`config.mk`:
```
export PLATFORM = sky130hd
export DESIGN_NAME = seq_alu
export DESIGN_NICKNAME = d
export VERILOG_FILES = /design/src/rtl/alu_pkg.sv /design/src/rtl/seq_muldiv.sv /design/src/rtl/seq_alu.sv
export SDC_FILE = /design/constraint.sdc
export NUM_CORES = 1
export LEC_CHECK = 0
export ABC_AREA = 1
export CELL_PAD_IN_SITES_DETAIL_PLACEMENT = 0
export CELL_PAD_IN_SITES_GLOBAL_PLACEMENT = 1
export CORE_ASPECT_RATIO = 1.4
export CORE_UTILIZATION = 37
export CTS_CLUSTER_SIZE = 10
export DETAILED_ROUTE_END_ITERATION = 8
export HOLD_SLACK_MARGIN = 0.12
export PLACE_DENSITY_LB_ADDON = 0.2
export SYNTH_ARGS = -nofsm -noshare
export SYNTH_HDL_FRONTEND = slang
export SYNTH_SLANG_ARGS = --single-unit
```
`constraint.sdc`:
```
create_clock -name clk -period 1.95 [get_ports clk]
set_clock_uncertainty 0.05 [all_clocks]
set_input_delay 0.39 -clock clk [delete_from_list [all_inputs] [get_ports clk]]
set_output_delay 0.39 -clock clk [all_outputs]
set_load 0.01 [all_outputs]
```
`src/rtl/alu_pkg.sv`:
```
// Shared definitions for the sequential ALU: opcodes, FSM states and
// the iteration-counter width helper used by the multiply/divide unit.
package alu_pkg;

    localparam logic [3:0] OP_ADD = 4'h0;
    localparam logic [3:0] OP_SUB = 4'h1;
    localparam logic [3:0] OP_MUL = 4'h2;
    localparam logic [3:0] OP_DIV = 4'h3;
    localparam logic [3:0] OP_AND = 4'h4;
    localparam logic [3:0] OP_OR  = 4'h5;
    localparam logic [3:0] OP_XOR = 4'h6;
    localparam logic [3:0] OP_NOT = 4'h7;
    localparam logic [3:0] OP_SHL = 4'h8;
    localparam logic [3:0] OP_SHR = 4'h9;
    localparam logic [3:0] OP_CMP = 4'hA;

    typedef enum logic [1:0] {
        S_IDLE,
        S_RUN,
        S_DONE
    } state_t;

    function automatic int cnt_w(input int w);
        return (w > 1) ? $clog2(w) : 1;
    endfunction

endpackage

```
`src/rtl/seq_muldiv.sv`:
```
// Iterative datapath: shift-add multiply / restoring divide, one bit per
// enabled step. Ports: start loads operands, step iterates, last flags the
// final iteration, result is {hi,lo} product or {remainder,quotient}.
module seq_muldiv
    import alu_pkg::*;
#(
    parameter int WIDTH = 4
) (
    input  logic               clk,
    input  logic               rst_n,
    input  logic               ena,
    input  logic               start,
    input  logic               step,
    input  logic               is_div,
    input  logic [WIDTH-1:0]   a,
    input  logic [WIDTH-1:0]   b,
    output logic               last,
    output logic [2*WIDTH-1:0] result
);

    localparam int CW = cnt_w(WIDTH);
    localparam int RW = 2 * WIDTH;

    logic [RW-1:0]    acc_q, acc_d;
    logic [WIDTH-1:0] opnd_q, opnd_d;
    logic             div_q, div_d;
    logic [CW-1:0]    cnt_q, cnt_d;

    logic [WIDTH:0]   mul_sum;
    logic [WIDTH:0]   div_sh;
    logic [WIDTH:0]   div_diff;

    always_comb begin
        acc_d  = acc_q;
        opnd_d = opnd_q;
        div_d  = div_q;
        cnt_d  = cnt_q;
        // MUL: acc = {partial high, multiplier bits still to consume}
        mul_sum = {1'b0, acc_q[RW-1:WIDTH]}
                + (acc_q[0] ? {1'b0, opnd_q} : {(WIDTH+1){1'b0}});
        // DIV: acc = {partial remainder, dividend bits / quotient bits}
        div_sh   = {acc_q[RW-1:WIDTH], acc_q[WIDTH-1]};
        div_diff = div_sh - {1'b0, opnd_q};
        if (ena) begin
            if (start) begin
                acc_d  = is_div ? {{WIDTH{1'b0}}, a} : {{WIDTH{1'b0}}, b};
                opnd_d = is_div ? b : a;
                div_d  = is_div;
                cnt_d  = '0;
            end else if (step) begin
                cnt_d = cnt_q + 1'b1;
                if (div_q) begin
                    if (div_diff[WIDTH]) begin
                        acc_d = {div_sh[WIDTH-1:0], acc_q[WIDTH-2:0], 1'b0};
                    end else begin
                        acc_d = {div_diff[WIDTH-1:0], acc_q[WIDTH-2:0], 1'b1};
                    end
                end else begin
                    acc_d = {mul_sum, acc_q[WIDTH-1:1]};
                end
            end
        end
    end

    always_ff @(posedge clk or negedge rst_n) begin
        if (!rst_n) begin
            acc_q  <= '0;
            opnd_q <= '0;
            div_q  <= 1'b0;
            cnt_q  <= '0;
        end else begin
            acc_q  <= acc_d;
            opnd_q <= opnd_d;
            div_q  <= div_d;
            cnt_q  <= cnt_d;
        end
    end

    assign last   = (cnt_q == CW'(WIDTH - 1));
    assign result = acc_q;

endmodule

```
`src/rtl/seq_alu.sv`:
```
// Sequential ALU: accepts a/b/opcode on start in IDLE, returns a registered
// 2*WIDTH result with flags and a done pulse. Ports: clk, rst_n, ena, start,
// a, b, opcode in; busy, done, result, flag_zero/carry/ovf/dz out.
module seq_alu
    import alu_pkg::*;
#(
    parameter int WIDTH = 4
) (
    input  logic               clk,
    input  logic               rst_n,
    input  logic               ena,
    input  logic               start,
    input  logic [WIDTH-1:0]   a,
    input  logic [WIDTH-1:0]   b,
    input  logic [3:0]         opcode,
    output logic               busy,
    output logic               done,
    output logic [2*WIDTH-1:0] result,
    output logic               flag_zero,
    output logic               flag_carry,
    output logic               flag_ovf,
    output logic               flag_dz
);

    localparam int RW = 2 * WIDTH;
    localparam logic [WIDTH-1:0] W_B = WIDTH'(WIDTH);

    state_t           state_q, state_d;
    logic [WIDTH-1:0] a_q, a_d;
    logic [WIDTH-1:0] b_q, b_d;
    logic [3:0]       op_q, op_d;
    logic [RW-1:0]    result_q, result_d;
    logic             fz_q, fz_d;
    logic             fc_q, fc_d;
    logic             fo_q, fo_d;
    logic             fd_q, fd_d;
    logic             done_q, done_d;

    logic             md_start, md_step, md_last;
    logic [RW-1:0]    md_result;

    logic [WIDTH:0]   add_s, sub_s;
    logic [WIDTH-1:0] shamt;
    logic             launch_md;
    logic [RW-1:0]    res_n;
    logic             c_n, o_n, dz_n;

    seq_muldiv #(.WIDTH(WIDTH)) u_muldiv (
        .clk    (clk),
        .rst_n  (rst_n),
        .ena    (ena),
        .start  (md_start),
        .step   (md_step),
        .is_div (opcode == OP_DIV),
        .a      (a),
        .b      (b),
        .last   (md_last),
        .result (md_result)
    );

    // Result of the latched operation, consumed in DONE.
    always_comb begin
        add_s = {1'b0, a_q} + {1'b0, b_q};
        sub_s = {1'b0, a_q} - {1'b0, b_q};
        shamt = b_q % W_B;
        res_n = '0;
        c_n   = 1'b0;
        o_n   = 1'b0;
        dz_n  = 1'b0;
        case (op_q)
            OP_ADD: begin
                res_n = {{WIDTH{1'b0}}, add_s[WIDTH-1:0]};
                c_n   = add_s[WIDTH];
                o_n   = (a_q[WIDTH-1] == b_q[WIDTH-1])
                      && (add_s[WIDTH-1] != a_q[WIDTH-1]);
            end
            OP_SUB: begin
                res_n = {{WIDTH{1'b0}}, sub_s[WIDTH-1:0]};
                c_n   = sub_s[WIDTH];
                o_n   = (a_q[WIDTH-1] != b_q[WIDTH-1])
                      && (sub_s[WIDTH-1] != a_q[WIDTH-1]);
            end
            OP_MUL: begin
                res_n = md_result;
                o_n   = |md_result[RW-1:WIDTH];
            end
            OP_DIV: begin
                if (b_q == '0) begin
                    res_n = {a_q, {WIDTH{1'b1}}};
                    dz_n  = 1'b1;
                end else begin
                    res_n = md_result;
                end
            end
            OP_AND: res_n = {{WIDTH{1'b0}}, a_q & b_q};
            OP_OR:  res_n = {{WIDTH{1'b0}}, a_q | b_q};
            OP_XOR: res_n = {{WIDTH{1'b0}}, a_q ^ b_q};
            OP_NOT: res_n = {{WIDTH{1'b0}}, ~a_q};
            OP_SHL: res_n = {{WIDTH{1'b0}}, a_q << shamt};
            OP_SHR: res_n = {{WIDTH{1'b0}}, a_q >> shamt};
            OP_CMP: res_n = {{(RW-3){1'b0}},
                             a_q > b_q, a_q == b_q, a_q < b_q};
            default: res_n = '0;
        endcase
    end

    assign launch_md = (opcode == OP_MUL)
                     || ((opcode == OP_DIV) && (b != '0));

    always_comb begin
        state_d  = state_q;
        a_d      = a_q;
        b_d      = b_q;
        op_d     = op_q;
        result_d = result_q;
        fz_d     = fz_q;
        fc_d     = fc_q;
        fo_d     = fo_q;
        fd_d     = fd_q;
        done_d   = done_q;
        md_start = 1'b0;
        md_step  = 1'b0;
        if (ena) begin
            // done is registered off DONE so it holds through a stall.
            done_d = (state_q == S_DONE);
            unique case (state_q)
                S_IDLE: begin
                    if (start) begin
                        a_d  = a;
                        b_d  = b;
                        op_d = opcode;
                        if (launch_md) begin
                            md_start = 1'b1;
                            state_d  = S_RUN;
                        end else begin
                            state_d = S_DONE;
                        end
                    end
                end
                S_RUN: begin
                    md_step = 1'b1;
                    if (md_last) begin
                        state_d = S_DONE;
                    end
                end
                S_DONE: begin
                    result_d = res_n;
                    fz_d     = (res_n == '0);
                    fc_d     = c_n;
                    fo_d     = o_n;
                    fd_d     = dz_n;
                    state_d  = S_IDLE;
                end
                default: state_d = S_IDLE;
            endcase
        end
    end

    always_ff @(posedge clk or negedge rst_n) begin
        if (!rst_n) begin
            state_q  <= S_IDLE;
            a_q      <= '0;
            b_q      <= '0;
            op_q     <= '0;
            result_q <= '0;
            fz_q     <= 1'b0;
            fc_q     <= 1'b0;
            fo_q     <= 1'b0;
            fd_q     <= 1'b0;
            done_q   <= 1'b0;
        end else begin
            state_q  <= state_d;
            a_q      <= a_d;
            b_q      <= b_d;
            op_q     <= op_d;
            result_q <= result_d;
            fz_q     <= fz_d;
            fc_q     <= fc_d;
            fo_q     <= fo_d;
            fd_q     <= fd_d;
            done_q   <= done_d;
        end
    end

    assign busy       = (state_q != S_IDLE);
    assign done       = done_q;
    assign result     = result_q;
    assign flag_zero  = fz_q;
    assign flag_carry = fc_q;
    assign flag_ovf   = fo_q;
    assign flag_dz    = fd_q;

endmodule

```
==> results list, run 1 <==
* Width of the die: 81.0 µm
- Master of the slowest instance on the critical path: sky130_fd_sc_hd__dfrtp_1
- The routed layout has 3480 vias.
* Fill cell instance count of the final layout: 869
- Average instance area after synthesis: 6.65 µm²
- The first routing iteration left 173 violations.
- CTS max path bufs: 2
- RSZ-0062 raised after global routing: true
- The initial utilization of the core area, before any placement, comes to 38.0%.
- Pin slew with the least headroom to its limit: 0.493 ns
- Combinational group share of total power: 67.7%
- Leakage power figure: 2.32 nW
- Setup violations remaining at the end of the flow were counted as 5.
- Area overhead of the layout relative to synthesis: 37.2%
* Antenna violations before repair: 0
* Worst-path cell chain: inv_2, ha_4, inv_2, fa_2, nand2_2, nand2_2, a21o_1, nand2_2, nand2_4, o211ai_1, nand3_1, nand2_1
* Buffering stage count on the worst path with inverters included: 2
- Footprint of the flip-flops and latches: 1050 µm²
- Count of distinct cell types in the synthesized netlist: 33
- Async set or reset register ratio after synthesis: 100%
- Footprint of the multi-input gates: 2050 µm²
- Ratio of cells with drive above 1 in the final layout: 21.3%
* Post-synth top cells: sky130_fd_sc_hd__nand2_1 (156), sky130_fd_sc_hd__inv_1 (58), sky130_fd_sc_hd__nor2_1 (54)
- Wires add up to 10600 µm.
* Cell count after synthesis: 486
* Std-Cell Core Area: 8510 µm²
* Flop and latch count out of synthesis: 42
- IR analysis of the VDD net gives a maximum drop of 853 µV.
- Max-cap violations in this run came to 0.
* Required time at the endpoint of the critical path: 2.13 ns
- The share of total power dissipated in sequential elements is 21.1%.
- STA classifies the critical path startpoint as a register.
- The wire-length estimate of the detail-placed layout is 8490 µm.
* Count of endpoints failing hold in the final timing report: 0
* Internal power summed over all cells: 3.97 mW
- Of the total power, the share spent switching nets is 47.3%.
- CTS tree: done
- Cell family with most CP delay: simple AND/OR/NAND/NOR gates
- Maximum frequency from static timing analysis: 489 MHz
- Along the worst path, the maximum fanout reaches 8.
- Arrival time of data at the critical path endpoint: 2.22 ns
* Num ports: 30
- Max-slew violation count: 0
- After synthesis, the cell types taking the most area are sky130_fd_sc_hd__dfrtp_1 (33%), sky130_fd_sc_hd__nand2_1 (18%), sky130_fd_sc_hd__ha_1 (8.5%).
* Worst min path class: reg -> reg
- Dividing the final minimum period by the clock period gives 105%.
* Critical Path End Type: register
* Global route overflow: 0
- Setup total negative slack on the finished layout was measured at -0.317 ns.
- The die is 113 µm tall.
- Crit-path max cell delay: 0.38 ns
- By instance count, the leading cell after synthesis is sky130_fd_sc_hd__nand2_1.
- Synthesis Warnings: 0
* Number of detailed-routing iterations run before antenna repair: 4
- Final hold analysis gives a worst-case slack of 0.423 ns.
* Root buffer selected by CTS: sky130_fd_sc_hd__clkbuf_16
* ANT nets after route: 0
- The floorplan has 40 rows.
* Post-route DRC violation count: 0
* PwrDens: 1700 nW/µm²
- Synthesis produced a netlist with a net count of 528.
- Diode count: 0
- Switch Pwr: 3.56 mW
- The final layout contains 624 nets.
* Cell type with the highest occurrence count on the critical path: sky130_fd_sc_hd__nand2_2
- Area of the die: 9120 µm²
- Final WS setup: -0.0956 ns
- sky130_fd_sc_hd__dfrtp_1 takes more of the synthesized area than any other cell.
* Pin count of the biggest net entering global routing: 43
- Clock network fraction of total power: 11.2%
- Area share of the largest cell type after synthesis: 32.5%
- After clock tree synthesis, the clock-pin slew on the worst setup and hold paths is 0.06 ns.
- Final weighted congestion of routability-driven global placement: 0.923
* Tmin final: 2.05 ns
- Input/output buffers: 29
- Number of synthesized flops with an enable pin: 0
* Worst slack, placed: -0.163 ns
- The number of global-route vias before repair was 3620.
* TritonCTS sink count: 42
* Class of the most critical setup path: reg -> reg
- Top FF cell, synth: sky130_fd_sc_hd__dfrtp_1
- Max transition margin: 66.8%
- The first global-routing pass estimated 17400 µm of wire.
* Vias/cell: 5.06
* Worst-skew pair later-pin latency: 0.29 ns
- Clock H-tree levels: 2
* Sequential area share after synthesis: 32.5%
- The run finished, with violations left.
* Cell area after synthesis: 3230 µm²
- Global routing used 25.7% of the available tracks across all layers.
- Violations in the final reports: negative setup slack
- In the final routed layout, each cell accounts on average for 15.4 µm.
* Number of buffers inserted during clock tree synthesis: 5
## power by group through the flow
stage               Sequential [mW]  Clock (mW)  Combinational, mW
floorplan                      1.64           0               2.52
global placement               1.58           0               4.52
detailed placement             1.59           0               4.56
CTS                            1.59       0.864               4.77
global route                   1.65       0.893               5.71
finish                         1.59       0.842               5.10
## metal layers
layer	wire length, µm	GRT usage, %
met2	5570	45.8
met1	4070	28.0
met4	581	14.6
met3	404	4.07
met5	0	0
## cells by family after synthesis
kind of cell / count (synthesis) / synth area share [%]
simple gates: 270 / 34.8
xor+xnor: 2 / 0.542
buf+inv: 71 / 8.36
fa+ha+maj: 26 / 11.0
flops: 42 / 32.5
compound gates: 75 / 12.8
## layout by cell type, fill, tap and decap left out, drive strengths merged, types with 5 or more instances in the layout
cell / n
o22ai: 5
clkdlybuf4s50: 28
nand2: 158
nand3: 41
dfrtp: 42
ha: 22
a21oi: 15
clkbuf: 7
buf: 69
inv: 62
o211ai: 5
o21ai: 41
nor2: 59
## flip-flops by register name, indices dropped and copies added (netlist names), 2 cells and up
name             flops
u_muldiv.opnd_q      4
result               8
u_muldiv.cnt_q       2
op_q                 4
a_q                  4
b_q                  4
state_q              2
u_muldiv.result      8
## worst paths after layout
check | startpoint | endpoint | slack [ns] | cells after the start
max | u_muldiv.result[3]$_DFFE_PN0P_ | u_muldiv.result[5]$_DFFE_PN0P_ | -0.1 | 12
min | result[2]$_DFFE_PN0P_ | result[2]$_DFFE_PN0P_ | 0.42 | 2
max reg2reg | u_muldiv.result[3]$_DFFE_PN0P_ | u_muldiv.result[5]$_DFFE_PN0P_ | -0.1 | 12
min reg2reg | result[2]$_DFFE_PN0P_ | result[2]$_DFFE_PN0P_ | 0.42 | 2
max in group asynchronous | rst_n | a_q[1]$_DFFE_PN0P_ | 1.07 | 3
min in group asynchronous | rst_n | flag_ovf$_DFFE_PN0P_ | 0.55 | 3
## stage by stage
step	std cells	cell area (µm²)	power, mW	util, %
finish	688	4440	7.53	52.1
global route	688	4440	8.25	52.1
CTS	684	4310	7.23	50.7
detailed placement	669	4060	6.15	47.8
global placement	669	4060	6.10	47.8
floorplan	486	3240	4.16	-
## tightest hold or removal path, delay by kind of cell (launching register included)
kind | cells | cell delay, ns
DFF | 1 | 0.34
and+or+nand+nor | 2 | 0.11
## layout make-up
cell class | count | area share, %
clock buffers | 7 | 3.21
repair buffers | 98 | 18.5
multi-input cells | 373 | 46.2
flip-flops and latches | 42 | 23.7
well taps | 105 | 2.96
inverters | 62 | 5.30
clock inverters | 1 | 0.113
## timing repair
action,in CTS,in global routing
gates resized for setup,19,27
setup endpoints to repair,6,18
setup buffers,7,4
cloned,0,0
pin swaps,7,20
hold buffers,1,0
hold endpoints to repair,42,0
Note: power is estimated with default switching activity, not from simulation.
==> run 2, diff against run 1 <==
--- a/config.mk
+++ b/config.mk
@@ -6,6 +6,7 @@
 export NUM_CORES = 1
 export LEC_CHECK = 0
 export ABC_AREA = 1
+export ABC_CLOCK_PERIOD_IN_PS = 1950
 export CELL_PAD_IN_SITES_DETAIL_PLACEMENT = 0
 export CELL_PAD_IN_SITES_GLOBAL_PLACEMENT = 1
 export CORE_ASPECT_RATIO = 1.4
@@ -17,3 +18,4 @@
 export SYNTH_ARGS = -nofsm -noshare
 export SYNTH_HDL_FRONTEND = slang
 export SYNTH_SLANG_ARGS = --single-unit
+export TNS_END_PERCENT = 20
==> results list, run 2 (synthesis results as in run 1) <==
- The flow ran to the end, but the final reports show violations.
* Violations in the final reports: negative setup slack
* Cell type with the highest occurrence count on the critical path: sky130_fd_sc_hd__nand2_2
* Area overhead of the layout relative to synthesis: 35.3%
- Cells fill 51.4% of the core in the end.
- TritonCTS built the clock tree.
- In the finished design, the share of the clock period the worst path needs comes to 104%.
* Critical path startpoint category: register
* Internal power summed over all cells: 3.88 mW
- Wires add up to 10600 µm.
* ANT nets after route: 0
- Leaving out filler cells and counting taps, the final layout contains 684.
* Vias/cell: 5.06
* Num ports: 30
- Worst IR Drop VDD: 795 µV
- The floorplan step set the die width to 81.0 µm.
- After layout, the minimum clock period comes to 2.03 ns.
- Measured against its own limit, the worst slew margin works out to 67.2%.
* Count of endpoints failing hold in the final timing report: 0
- For this configuration, the core starts out at a cell density of 38.0%.
- In this run the worst path has a maximum fanout of 8.
- Pin count of the biggest net entering global routing: 43
* Relative contribution of sequential cells to total power: 21.6%
* Number of vias after detailed routing: 3463
- Via count of the first global-routing pass: 3635
- Leaving out fill and tap cells, the most frequent cells in the layout are sky130_fd_sc_hd__nand2_1 (150), sky130_fd_sc_hd__buf_4 (63), sky130_fd_sc_hd__inv_1 (53), sky130_fd_sc_hd__nor2_1 (53), sky130_fd_sc_hd__dfrtp_1 (41).
* Number of DRC violations after detailed-routing iteration 0: 170
- Diode count: 0
- Clock network fraction of total power: 11.4%
* Pin slew with the least headroom to its limit: 0.487 ns
- Number of buffers inserted during clock tree synthesis: 5
- Global-route wire length before repair: 17500 µm
* RSZ-0062 raised after global routing: true
* Post-route DRC violation count: 0
- Clock latency on the worst-skew pair, taken at its later pin, is 0.29 ns.
* Global route overflow: 0
* Clock slew seen by the registers of the worst setup and hold paths: 0.06 ns
- Combinational group share of total power: 67.0%
- The die covers 9120 µm².
- CTS max path bufs: 2
- Based on the critical path, the design can be clocked at up to 493 MHz.
* Clock H-tree levels: 2
- Final WS setup: -0.0767 ns
* Ratio of cells with drive above 1 in the final layout: 19.5%
* PwrDens: 1690 nW/µm²
- The die is 113 µm tall.
- Of the total power, the share spent switching nets is 47.5%.
- The largest single stage delay on the critical path is 0.39 ns.
- For this run, the post-layout net count is 620.
* Std-Cell Core Area: 8510 µm²
- Class of the most critical setup path: reg -> reg
- Root buffer selected by CTS: sky130_fd_sc_hd__clkbuf_16
- Setup violations remaining at the end of the flow were counted as 5.
- TritonCTS sink count: 42
- For this design the total switching power over the nets is 3.51 mW.
- Leakage power figure: 2.29 nW
* Max-slew violation count: 0
- After detailed placement, the design holds a cell count of 669.
- The signal on the critical path passes through inv_2, ha_4, inv_2, fa_2, nand2_2, nand2_2, a21o_1, nand2_2, nand2_4, o211ai_1, nand3_1, nand2_1.
- STA puts the critical path data arrival time at 2.20 ns.
* Met2 demand-to-capacity share in global routing: 45.9%
* Master of the slowest instance on the critical path: sky130_fd_sc_hd__dfrtp_1
* Critical Path End Type: register
- Count of max-cap constraint violations: 0
* Final weighted congestion of routability-driven global placement: 0.923
- Dividing the detail-routed wire length by the instance count gives 15.5 µm.
* Met1 routing resource usage after global routing: 28.0%
- The number of antenna violations at the first check in global routing came to 0.
* All-layer global routing usage: 25.7%
* Input/output buffers: 29
* Placement row count: 40
- Global routing used 4.07% of the available met3 tracks.
* Required time at the endpoint of the critical path: 2.13 ns
* HPWL after detailed placement: 8490 µm
- In this run the worst hold path is classified as reg -> reg.
* Post-Route Setup TNS: -0.281 ns
- For this run, the detailed router's first-pass iteration total came to 5.
- Most common cell after layout, fill and taps aside: sky130_fd_sc_hd__nand2_1
- met2 is the most crowded layer.
==> run 2: final timing paths <==
| path | from | end | slack [ns] | cells after the start |
|---|---|---|---|---|
| setup / recovery | u_muldiv.result[3]$_DFFE_PN0P_ | u_muldiv.result[5]$_DFFE_PN0P_ | -0.08 | 12 |
| hold / removal | result[2]$_DFFE_PN0P_ | result[2]$_DFFE_PN0P_ | 0.43 | 2 |
| setup reg to reg | u_muldiv.result[3]$_DFFE_PN0P_ | u_muldiv.result[5]$_DFFE_PN0P_ | -0.08 | 12 |
| hold reg to reg | result[2]$_DFFE_PN0P_ | result[2]$_DFFE_PN0P_ | 0.43 | 2 |
| max in group asynchronous | rst_n | a_q[1]$_DFFE_PN0P_ | 1.07 | 3 |
| min in group asynchronous | rst_n | flag_ovf$_DFFE_PN0P_ | 0.55 | 3 |
==> run 2: layer usage <==
metal,wire length [µm],share of wire (%)
met1,4160,39
met2,5530,52
met3,308,2.9
met4,587,5.6
met5,0,0
==> run 2: layout make-up <==
class	count	area, µm²
clock buffer	7	143
clock inverter	1	5.00
fill	876	4130
inverter	62	233
multi-input combinational	373	2020
sequential	42	1050
tap	105	131
timing repair buffer	94	788
==> run 2: what timing repair did <==
action	CTS	global route
setup buffers	4	2
endpoints found under the setup margin	6	19
pin swaps	6	21
hold buffers	1	0
gates resized for setup	16	20
hold endpoints to repair	42	0
==> run 2: stage by stage <==
step	worst slack (ns)	total power, mW	hold slack (ns)	instance area [µm²]
final	-0.0767	7.39	0.432	4370
after global routing	-0.233	8.09	0.466	4370
after floorplan	0.0271	4.16	0.0444	3240
after detailed placement	-0.163	6.15	0.327	4060
after global placement	-0.151	6.10	0.327	4060
after CTS	-0.0192	7.18	0.436	4290
==> run 2: critical path, delay by kind of cell (launching register included) <==
kind	cells	cell delay (ns)
compound gates	2	0.43
simple gates	6	0.50
buf+inv	2	0.12
flops	1	0.39
fa+ha+maj	2	0.49
==> run 2: power by group through the flow <==
stage	registers (mW)	clock network, mW	logic [mW]
6_report	1.60	0.841	4.95
3_5_place_dp	1.59	0	4.56
4_1_cts	1.59	0.864	4.73
5_1_grt	1.65	0.893	5.55
3_3_place_gp	1.58	0	4.52
2_1_floorplan	1.64	0	2.52
==> run 3, diff against run 2 <==
--- a/config.mk
+++ b/config.mk
@@ -15,6 +15,8 @@
 export DETAILED_ROUTE_END_ITERATION = 8
 export HOLD_SLACK_MARGIN = 0.12
 export PLACE_DENSITY_LB_ADDON = 0.2
+export SETUP_SLACK_MARGIN = 0.3
+export SLEW_MARGIN = 30
 export SYNTH_ARGS = -nofsm -noshare
 export SYNTH_HDL_FRONTEND = slang
 export SYNTH_SLANG_ARGS = --single-unit
==> results list, run 3 (synthesis results as in run 1) <==
- Internal power comes to 4.07 mW.
- Number of nets in the finished design: 619
- The checks that failed: negative setup slack.
- Counting every sink on the clock net gives 42.
- Input/output buffers: 29
- Ratio of cells with drive above 1 in the final layout: 26.3%
- Summed over all cells, the static leakage comes to 2.46 nW.
- Effective utilization at floorplan: 38.0%
* Root buffer selected by CTS: sky130_fd_sc_hd__clkbuf_16
- At the worst endpoint, the arrival time is 2.16 ns.
- After clock tree synthesis, the clock-pin slew on the worst setup and hold paths is 0.06 ns.
* Routed len/inst: 15.6 µm
- The floorplan step defined a die boundary enclosing 9120 µm².
- Net switching is 48.0% of the power.
- Count of hold-fix buffers inserted at cts: 0
* Cell family with most CP delay: simple AND/OR/NAND/NOR gates
* Vias/cell: 5.08
- Pin count of the biggest net entering global routing: 43
- OpenSTA, run right after detailed placement, puts the worst setup slack at -0.150 ns.
- Most frequent cells in the layout: sky130_fd_sc_hd__nand2_1 (144), sky130_fd_sc_hd__buf_4 (58), sky130_fd_sc_hd__nor2_1 (47)
* Worst flop-to-flop path startpoint: b_q[0]$_DFFE_PN0P_
- Required time at the endpoint of the critical path: 2.13 ns
- Worst min path class: in -> async
- The endpoint identified for the worst register-to-register timing path is flag_zero$_DFFE_PN0P_.
* Post-route DRC violation count: 0
- Most common cell after layout, fill and taps aside: sky130_fd_sc_hd__nand2_1
- Relative to the synthesized area, the layout overhead comes to 40.8%.
- Number of buffers inserted during clock tree synthesis: 5
* Antenna violations before repair: 0
- Along the worst path, the maximum fanout reaches 5.
* Worst-path cell chain: buf_6, clkinvlp_4, ha_1, or2_2, nand3_1, nand2_1, nor2_1, nand3_1, nor2_1, nand3_1, nand2_1
- The critical path is of the reg -> reg type.
* Max-slew violation count: 0
* Post-Route Utilization: 53.5%
- During I/O placement, the number of pins put on the boundary was 30.
* Period Utilization, post-route: 101%
- Per report_power, the combinational group accounts for 68.3% of the total.
* All-layer global routing usage: 25.0%
- Width of the die: 81.0 µm
* Via count of the first global-routing pass: 3540
- Final design area excluding fillers: 4550 µm²
- Placement row count: 40
* Worst IR Drop VDD: 832 µV
* Final weighted congestion of routability-driven global placement: 0.910
- Global routing consumed, on the met3 layer, 3.09% of the routing resources.
* Outcome: finished with violations
- In this run, the number of DRC markers left after iteration 0 of detailed routing was 146.
- Crit-path max cell delay: 0.40 ns
- Critical Path End Type: register
- The floorplan step set the die height to 113 µm.
- The worst setup path is launched from a register.
- The core region is 8510 µm².
- Global-route wire length before repair: 16900 µm
* Relative contribution of sequential cells to total power: 20.9%
- In this run the remaining antenna-violating nets after routing total 0.
- The longest clock path from root to sink contains 2 buffers.
- HPWL after detailed placement: 8360 µm
- Most congested layer reported by global routing: met2
* PwrDens: 1720 nW/µm²
* Pin slew with the least headroom to its limit: 0.553 ns
- Number of vias after detailed routing: 3468
- Tmin final: 1.98 ns
- Per report_power, the clock group accounts for 10.8% of the total.
- The number of cells on the worst reg-to-reg path is 11.
- For this design, the slowest cell found on the critical path is sky130_fd_sc_hd__dfrtp_1.
- CTS tree: done
- For met2 alone, demand over resource in global routing was 44.8%.
* Max transition margin: 62.8%
- Maximum frequency from static timing analysis: 506 MHz
- Buffering stage count on the worst path with inverters included: 2
- Switch Pwr: 3.76 mW
- Global route overflow: 0
- Count of max-cap constraint violations: 0
- Across all setup checks in the final design, the least slack found is -0.0277 ns.
- Number of detailed-routing iterations run before antenna repair: 5
* Diode count: 0
* Cell type with the highest occurrence count on the critical path: sky130_fd_sc_hd__nand3_1
- Post-Route WL: 10600 µm
- Summing all placed instances gives a cell area of 4040 µm².
- The clock tree synthesis step divided the H-tree into 2 levels.
* Count of endpoints failing hold in the final timing report: 0
* Worst-skew pair later-pin latency: 0.29 ns
- Global routing consumed, on the met1 layer, 28.0% of the routing resources.
- Slack of the worst reg-to-reg path: -0.03 ns
- Number of setup violations in the final report: 2
- RSZ-0062 raised after global routing: true
==> run 3: cell count changes in the layout (fill, tap and decap cells not counted), sizes merged <==
cell / previous run / this run
dlymetal6s2s: 0 / 11
clkinvlp: 0 / 1
inv: 62 / 61
clkdlybuf4s50: 28 / 17
dlygate4sd3: 1 / 0
==> run 3: worst max-delay path by stage <==
stage,endpoint,slack [ns],startpoint,cells after the start
after floorplan,u_muldiv.result[7]$_DFFE_PN0P_,0.06,u_muldiv.result[3]$_DFFE_PN0P_,13
after global placement,u_muldiv.result[6]$_DFFE_PN0P_,-0.11,opcode[1],9
after detailed placement,u_muldiv.cnt_q[1]$_DFFE_PN0P_,-0.15,opcode[1],8
after CTS,u_muldiv.result[4]$_DFFE_PN0P_,0.02,u_muldiv.result[3]$_DFFE_PN0P_,14
after global routing,flag_zero$_DFFE_PN0P_,-0.15,b_q[0]$_DFFE_PN0P_,11
final,flag_zero$_DFFE_PN0P_,-0.03,b_q[0]$_DFFE_PN0P_,11
==> run 3: layout make-up <==
class	instances	area [µm²]
clock buffer	7	143
clock inverter	1	5.00
fill	865	3960
inverter	62	239
multi-input combinational	373	2170
sequential	42	1050
tap	105	131
timing repair buffer	93	816
==> run 3: per-layer routing <==
| layer | routed length (µm) | share of wire (%) |
|---|---|---|
| met2 | 5740 | 54 |
| met4 | 459 | 4.3 |
| met5 | 0 | 0 |
| met1 | 4220 | 40 |
| met3 | 224 | 2.1 |
==> run 3: metrics by stage <==
stage / hold slack, ns / instances / power, mW / setup TNS, ns
6_report: 0.115 / 683 / 7.83 / -0.0388
3_3_place_gp: 0.416 / 666 / 6.01 / -1.04
4_1_cts: 0.130 / 676 / 7.07 / 0
2_1_floorplan: 0.0444 / 486 / 4.19 / 0
5_1_grt: 0.160 / 683 / 8.51 / -0.737
3_5_place_dp: 0.424 / 666 / 6.06 / -1.49
==> run 3: what timing repair did <==
action / in CTS / in global routing
endpoints found under the setup margin: 23 / 35
gates resized for setup: 18 / 75
buffers inserted: 2 / 7
pin swaps: 14 / 34
==> run 3: power groups by stage <==
stage                     Clock (mW)  Sequential, mW  Combinational, mW
after detailed placement           0            1.64               4.42
after floorplan                    0            1.65               2.54
after CTS                      0.860            1.64               4.57
after global placement             0            1.63               4.38
final                          0.844            1.64               5.35
after global routing           0.904            1.69               5.92
==> run 3: worst reg2reg max path: stages, from the launching register on <==
cell	delay (ns)
sky130_fd_sc_hd__dfrtp_1	0.40
sky130_fd_sc_hd__buf_6	0.14
sky130_fd_sc_hd__clkinvlp_4	0.14
sky130_fd_sc_hd__ha_1	0.23
sky130_fd_sc_hd__or2_2	0.29
sky130_fd_sc_hd__nand3_1	0.13
sky130_fd_sc_hd__nand2_1	0.08
sky130_fd_sc_hd__nor2_1	0.09
sky130_fd_sc_hd__nand3_1	0.12
sky130_fd_sc_hd__nor2_1	0.12
sky130_fd_sc_hd__nand3_1	0.09
sky130_fd_sc_hd__nand2_1	0.06
